==> src/rtl/mod_147_rx_align.sv <==
// Receive symbol aligner: finds 5B boundaries by locking onto SYNC (J) codes
// and emits RXn plus a three-deep symbol history. Optional macro: RX_SYM_ERR_CNT_EN.
module mod_147_rx_align #(
  parameter logic [4:0]  SYNC_CODE       = 5'b11000,
  parameter int unsigned LOCK_SYNC_COUNT = 2
) (
  input  logic       clk,
  input  logic       pcs_reset,
  input  logic       rx_sd,
  input  logic       rx_bit,
  input  logic       rx_bit_valid,
  output logic       RSCD,
  output logic [4:0] RXn,
  output logic [4:0] RXn_1,
  output logic [4:0] RXn_2,
  output logic [4:0] RXn_3,
  output logic       rx_locked,
`ifdef RX_SYM_ERR_CNT_EN
  output logic [7:0] sym_err_cnt,
`endif
  output logic [1:0] align_state
);

  localparam logic [4:0] SILENCE = 5'b11111;
  localparam logic [2:0] LockCnt = 3'(LOCK_SYNC_COUNT);

  typedef enum logic [1:0] {
    StNoSignal = 2'd0,
    StHunt     = 2'd1,
    StConfirm  = 2'd2,
    StLocked   = 2'd3
  } state_t;

  state_t     r_state;
  logic [3:0] r_win_hist;
  logic [2:0] r_phase;
  logic [2:0] r_sync_cnt;
  logic       r_rscd;
  logic       r_locked;
  logic [4:0] r_rxn;
  logic [4:0] r_rxn1;
  logic [4:0] r_rxn2;
  logic [4:0] r_rxn3;

  logic [4:0] w_win_next;
  logic [4:0] w_emit;
  logic [2:0] w_cnt_inc;
  logic       w_boundary;
  logic       w_win_sync;
  logic       w_enter_lock;

  always_comb begin
    w_win_next   = {r_win_hist, rx_bit};
    w_boundary   = rx_bit_valid && (r_phase == 3'd4);
    w_win_sync   = (w_win_next == SYNC_CODE);
    w_cnt_inc    = r_sync_cnt + 3'd1;
    // A falling rx_sd on a boundary still emits, but only SILENCE
    w_emit       = (r_state == StLocked && rx_sd) ? w_win_next : SILENCE;
    w_enter_lock = 1'b0;
    if (rx_sd) begin
      if (r_state == StHunt && rx_bit_valid && w_win_sync && LockCnt == 3'd1) begin
        w_enter_lock = 1'b1;
      end
      if (r_state == StConfirm && w_boundary && w_win_sync && w_cnt_inc == LockCnt) begin
        w_enter_lock = 1'b1;
      end
    end
  end

  always_ff @(posedge clk or posedge pcs_reset) begin
    if (pcs_reset) begin
      r_state    <= StNoSignal;
      r_win_hist <= '0;
      r_phase    <= '0;
      r_sync_cnt <= '0;
      r_rscd     <= 1'b0;
      r_locked   <= 1'b0;
      r_rxn      <= SILENCE;
      r_rxn1     <= SILENCE;
      r_rxn2     <= SILENCE;
      r_rxn3     <= SILENCE;
    end else begin
      r_rscd <= w_boundary;
      if (rx_bit_valid) begin
        r_phase <= (r_phase == 3'd4) ? 3'd0 : r_phase + 3'd1;
      end
      if (w_boundary) begin
        r_rxn3 <= r_rxn2;
        r_rxn2 <= r_rxn1;
        r_rxn1 <= r_rxn;
        r_rxn  <= w_emit;
      end
      if (!rx_sd) begin
        if (r_state != StNoSignal) begin
          r_state    <= StNoSignal;
          r_sync_cnt <= '0;
          r_locked   <= 1'b0;
          r_win_hist <= '0;
        end
      end else begin
        unique case (r_state)
          StNoSignal: begin
            r_state    <= StHunt;
            r_win_hist <= '0;
          end
          StHunt: begin
            if (rx_bit_valid) begin
              r_win_hist <= w_win_next[3:0];
              // Overrides the phase increment above: next bit starts a symbol
              if (w_win_sync) begin
                r_phase    <= 3'd0;
                r_sync_cnt <= 3'd1;
                r_state    <= w_enter_lock ? StLocked : StConfirm;
                r_locked   <= w_enter_lock;
              end
            end
          end
          StConfirm: begin
            if (rx_bit_valid) begin
              r_win_hist <= w_win_next[3:0];
            end
            if (w_boundary) begin
              if (!w_win_sync) begin
                r_state    <= StHunt;
                r_sync_cnt <= '0;
              end else begin
                r_sync_cnt <= w_cnt_inc;
                if (w_enter_lock) begin
                  r_state  <= StLocked;
                  r_locked <= 1'b1;
                end
              end
            end
          end
          StLocked: begin
            if (rx_bit_valid) begin
              r_win_hist <= w_win_next[3:0];
            end
          end
          default: ;
        endcase
      end
    end
  end

`ifdef RX_SYM_ERR_CNT_EN
  logic [7:0] r_err_cnt;

  function automatic logic code_valid(input logic [4:0] c);
    case (c)
      5'b11110, 5'b01001, 5'b10100, 5'b10101, 5'b01010, 5'b01011, 5'b01110, 5'b01111,
      5'b10010, 5'b10011, 5'b10110, 5'b10111, 5'b11010, 5'b11011, 5'b11100, 5'b11101,
      5'b11000, 5'b10001, 5'b01101, 5'b00111, 5'b00100, 5'b11111: code_valid = 1'b1;
      default: code_valid = 1'b0;
    endcase
  endfunction

  always_ff @(posedge clk or posedge pcs_reset) begin
    if (pcs_reset) begin
      r_err_cnt <= '0;
    end else if (w_enter_lock) begin
      r_err_cnt <= '0;
    end else if (w_boundary && r_state == StLocked && rx_sd && !code_valid(w_win_next) &&
                 r_err_cnt != 8'hFF) begin
      r_err_cnt <= r_err_cnt + 8'd1;
    end
  end

  assign sym_err_cnt = r_err_cnt;
`endif

  assign RSCD        = r_rscd;
  assign RXn         = r_rxn;
  assign RXn_1       = r_rxn1;
  assign RXn_2       = r_rxn2;
  assign RXn_3       = r_rxn3;
  assign rx_locked   = r_locked;
  assign align_state = r_state;

endmodule

==> config.mk <==
export PLATFORM = sky130hd
export DESIGN_NAME = mod_147_rx_align
export DESIGN_NICKNAME = d
export VERILOG_FILES = /design/src/rtl/mod_147_rx_align.sv
export SDC_FILE = /design/constraint.sdc
export NUM_CORES = 1
export LEC_CHECK = 0
export ABC_AREA = 1
export CAP_MARGIN = 20
export CELL_PAD_IN_SITES_DETAIL_PLACEMENT = 1
export CELL_PAD_IN_SITES_GLOBAL_PLACEMENT = 2
export CORE_MARGIN = 2
export CORE_UTILIZATION = 34
export CTS_CLUSTER_SIZE = 28
export DETAILED_ROUTE_END_ITERATION = 16
export MAX_ROUTING_LAYER = met4
export PLACE_DENSITY_LB_ADDON = 0.15
export SETUP_SLACK_MARGIN = 0.02
export SYNTH_ARGS = -nofsm -noshare
export SYNTH_HDL_FRONTEND = slang
export SYNTH_SLANG_ARGS = --single-unit
export TNS_END_PERCENT = 50
==> constraint.sdc <==
create_clock -name clk -period 2.35 [get_ports clk]
set_input_delay 0.47 -clock clk [delete_from_list [all_inputs] [get_ports clk]]
set_output_delay 0.47 -clock clk [all_outputs]
set_load 0.05 [all_outputs]
Word level (Yosys, flattened, before mapping)
Cells that the tools add are included.

Register bits: 34. Bits of input ports: 5. Output and inout port bits: 24. Logic and storage cells: 77.

$add $sub $neg: 2. Equal/unequal tests: 15. Mux-type cells: 37. Reduce and logical (&&, ||, !) cells: 13.

Operators with widths (count): 2-to-1 mux 3 bit (12); inequality test 3 bit, second input constant (5); 2-to-1 mux 2 bit (7); 2-to-1 mux 4 bit (3); 2-to-1 mux 1 bit (10); one-hot mux 4 bit (2 select lines) (1); AND reduction 7 bit (1); adder 3 x 1 -> 3 bit, second input constant (2); one-hot mux 2 bit (3 select lines) (1); one-hot mux 3 bit (2 select lines) (1); AND reduction 6 bit (1); == test 5 bit, second input constant (1); logical AND 1 bit (5); 2-to-1 mux 5 bit (1); AND reduction 5 bit (1); == test 2 bit, second input constant (2); inequality test 4 x 1 -> 1 bit, second input constant (1); inequality test 4 bit, second input constant (1); nonzero test 2 bit (2); == test 3 x 2 -> 1 bit, second input constant (1); == test 3 bit, second input constant (1); inequality test 3 x 1 -> 1 bit, second input constant (1); inequality test 3 x 2 -> 1 bit, second input constant (1); OR reduction 3 bit (1); other kinds (4) (4).

Longest topological paths before layout
Word-level depth: 12. Mapped depth: 10. Depth with buffers taken out: 10.

Worst setup path after synthesis
OpenSTA, ideal clock, no wires.

Path kind: reg-to-reg. Start: register r_state[0], in the netlist align_state[0]. End: register r_state[1], in the netlist align_state[1]. Arrival: 1.663 ns. Slack: 0.569 ns. Stages on the path, launching flop included: 11. Buffers on the path: 0. Clock period less this slack: 1.781 ns. Path through: dfrtp_1 > inv_1 > ha_1 > nand2_1 > inv_2 > nand2_2 > inv_2 > a21oi_4 > nand3_1 > nand2_1 > nand2_1.

Cells in the longest elaborated chain, start to end: 8. Elaborated cells on any way between the ends: 18. Those cells by class: eq/ne: 7; mux: 4; reduce/logical: 7.

RTL lines: start, declared (line 34) `state_t r_state;`; start signal, assigned (line 72) `r_state <= StNoSignal;`; start signal, assigned (line 95) `r_state <= StNoSignal;`; start signal, assigned (line 103) `r_state <= StHunt;`; == test 2 bit (line 64, 101); logical AND 1 bit (3 in series) (line 64) `if (r_state == StConfirm && w_boundary && w_win_sync && w_cnt_inc == LockCnt) begin`; 2-to-1 mux 1 bit (line 64); 2-to-1 mux 1 bit (line 60) `if (rx_sd) begin`; inequality test 4 bit (no line); AND reduction 6 bit (no line).

Parallel ways exist; a longest one is shown, timed or not. A chain may end at the register's enable or synchronous reset.

Worst setup path in the final report
Start: register r_rxn1[1], in the netlist RXn_1[1]. End: output RXn_1[1].

RTL lines: start, declared (line 41) `logic [4:0] r_rxn1;`; start signal, assigned (line 90) `r_rxn1 <= r_rxn;`; end, declared (line 14) `output logic [4:0] RXn_1,`.

No word-level cell between the ends.

==> flow_metrics.tcl <==
set metrics [dict create \
    status "completed" \
    die_h_um 75.3 \
    ys_top_cells_by_area "dfstp_2, dfrtp_1, nand2_1, o21ai_0, inv_1" \
    setup_viol 0 \
    ys_top_cells_by_count "nand2_1, inv_1, o21ai_0, dfstp_2, dfrtp_1" \
    end_kind "primary output" \
    slew_violations 0 \
    ys.flop_type "dfstp_2" \
    drtIter0Drc 64 \
    grt_pass1_wl_mm 6.84 \
    fp.dieArea_mm2 0.00568 \
    post-route-util 0.452 \
    startpoint_type "flop" \
    cts_max_path_buffers 2 \
    crit_buf_inv 1 \
    clkTransAtPathRegs_ns 0.07 \
    grtUsageMet2 0.287 \
    fin_nets 244 \
    drt_wl_total_mm 4.05 \
    num_antenna_cells 0 \
    path_delay_family "buffers and inverters" \
    worst_pin_slew_ns 0.511 \
    grtUsageMet1 0.188 \
    cts_made_buffers 5 \
    ys_seq_elements 34 \
    max_stage_delay_ns 0.81 \
    place_congestion 0.786 \
    maxCapViolCount 0 \
    grt_overflow 0 \
    grt_usage 0.167 \
    met3_usage 0.0397 \
    fmax_ghz 0.474 \
    dp_hpwl_mm 3.05 \
    p_leak_uw 0.000994 \
    cts_resized 0 \
    ir_worst_vdd_uv 465 \
    die_w_um 75.3 \
    viasPerCell 4.73 \
    synth_edf_count 0 \
    setup_tns_ns 0 \
    period_share 0.898 \
    netlist-cell-type-count 24 \
    clkPwrFrac 0.142 \
    avgRoutedWirePerCell_um 13.5 \
    synth_top_area_frac 0.304 \
    start_util 0.359 \
    grt_busiest_layer "met2" \
    holdBufCountCts 0 \
    max_slew_margin 0.658 \
    comb_power_share 0.520 \
    antenna_found_initial 0 \
    cts_tree "done" \
    fin_crit_ns 2.11 \
    critPathMaxFanout 3 \
    path_cells "clkdlybuf4s50_1" \
    whs_ns 0.468 \
    yosys.area.top_type "dfstp_2" \
    clock-root-buffer "clkbuf_8" \
    critPathSlowestCell "clkdlybuf4s50_1" \
    fin_ws_ns 0.239 \
    synth.most_common_cell "nand2_1" \
    clock_sinks 34 \
    synth-warning-count 0 \
    r2r_slack_ns 0.64 \
    synthCells 198 \
    critPathArrivalTime_ns 1.64 \
    grt_max_degree 35 \
    drc_errors 0 \
    pwr-share-seq 0.337 \
    syn_area_mm2 0.00173 \
    drive_gt1_frac 0.216 \
    first_pass_iters 4 \
    num_rows 25 \
    min_path_type "flop to flop" \
    powerDensity_mw_per_mm2 1460 \
    sw_frac_of_total 0.469 \
    vias 1415 \
    ys_seq_area_frac 0.506 \
    ys_async_sr_fraction 1.00 \
    critPathKind "flop to primary output" \
    portBuffers 28 \
    worstPathRequired_ns 1.88 \
    h-tree-depth 2 \
    ios 29 \
    skew_ns 0.00363 \
    synth_fp_nets 211 \
    rsz0062_at_grt "false" \
    hold_viol 0 \
    syn2layout_area_growth_pct 25.9 \
    grt_pass1_vias 1475 \
    pre_cts_slack_ns 0.271 \
    post_cts_buffers 0 \
    coreArea_mm2 0.00482 \
    clock_latency_ns 0.28 \
    switching_power_uw 1490 \
    ant_nets 0 \
    syn_avg_cell_area_um2 8.74 \
    internal-power_uw 1690 \
]
[path summary, 6_finish.rpt]
check / start / end / cells past startpoint
worst min-delay path: RXn_3[4] / RXn_3[4] / 2
worst max-delay path: RXn_1[1] / RXn_1[1] / 1
max in group asynchronous: pcs_reset / RXn[2] / 3
worst max register to register: r_phase[0] / RXn[2] / 6
worst min register to register: RXn_3[4] / RXn_3[4] / 2
min in group asynchronous: pcs_reset / RSCD / 3
[power groups by stage]
stage	Clock, µW	Combinational [µW]	Sequential, µW
2_1_floorplan	0	542	1700
5_1_grt	494	1810	1110
4_1_cts	473	1680	1080
3_5_place_dp	0	1670	1090
6_report	453	1660	1070
3_3_place_gp	0	1630	1070
[cells by family (layout without fill, tap and decap cells)]
group	Yosys count	in the layout	share of synthesized area
AOI/OAI and AO/OA	37	37	0.119
adders and majority gates	8	8	0.0578
buffers and inverters	40	74	0.0976
DFF	34	34	0.506
and+or+nand+nor	79	79	0.220
[area by class of cell]
cell class	instances	area, µm²
sequential	34	876
tap	67	83.8
inverter	34	128
clock buffer	6	82.6
multi-input combinational	124	686
fill	612	2640
clock inverter	2	12.5
timing repair buffer	32	310
[registers in the layout, summed over array words and instances (netlist names)]
signal,cells
RSCD,1
RXn,5
RXn_1,5
RXn_2,5
RXn_3,5
align_state,2
r_phase,3
r_sync_cnt,3
r_win_hist,4
rx_locked,1
[layer usage]
metal / wire (µm) / vias up
met3: 140 / 8
li1: - / 696
met1: 1700 / 687
met5: 0 / -
met2: 2120 / 24
met4: 84 / 0
[cell usage in the layout (no fill, tap or decap), types with 2 or more instances in the layout]
cell type | Yosys | layout
nand2_1 | 46 | 46
inv_1 | 29 | 29
clkdlybuf4s50_1 | 0 | 28
o21ai_0 | 23 | 23
dfstp_2 | 20 | 20
dfrtp_1 | 14 | 14
nand3_1 | 10 | 10
ha_1 | 8 | 8
nor2_1 | 7 | 7
clkbuf_8 | 0 | 6
inv_2 | 5 | 5
a21oi_1 | 5 | 5
o22ai_1 | 5 | 5
nor2_2 | 4 | 4
nand4_1 | 4 | 4
buf_4 | 0 | 4
nand3_2 | 3 | 3
nand2_2 | 2 | 2
o21ai_1 | 2 | 2
[metrics by stage]
stage / total power [µW] / cells / instance area, µm²
final: 3190 / 299 / 2180
after global routing: 3420 / 299 / 2180
after CTS: 3230 / 299 / 2180
after detailed placement: 2760 / 291 / 2080
after global placement: 2700 / 291 / 2080
after floorplan: 2250 / 198 / 1730
Note: power is estimated with default switching activity, not from simulation.
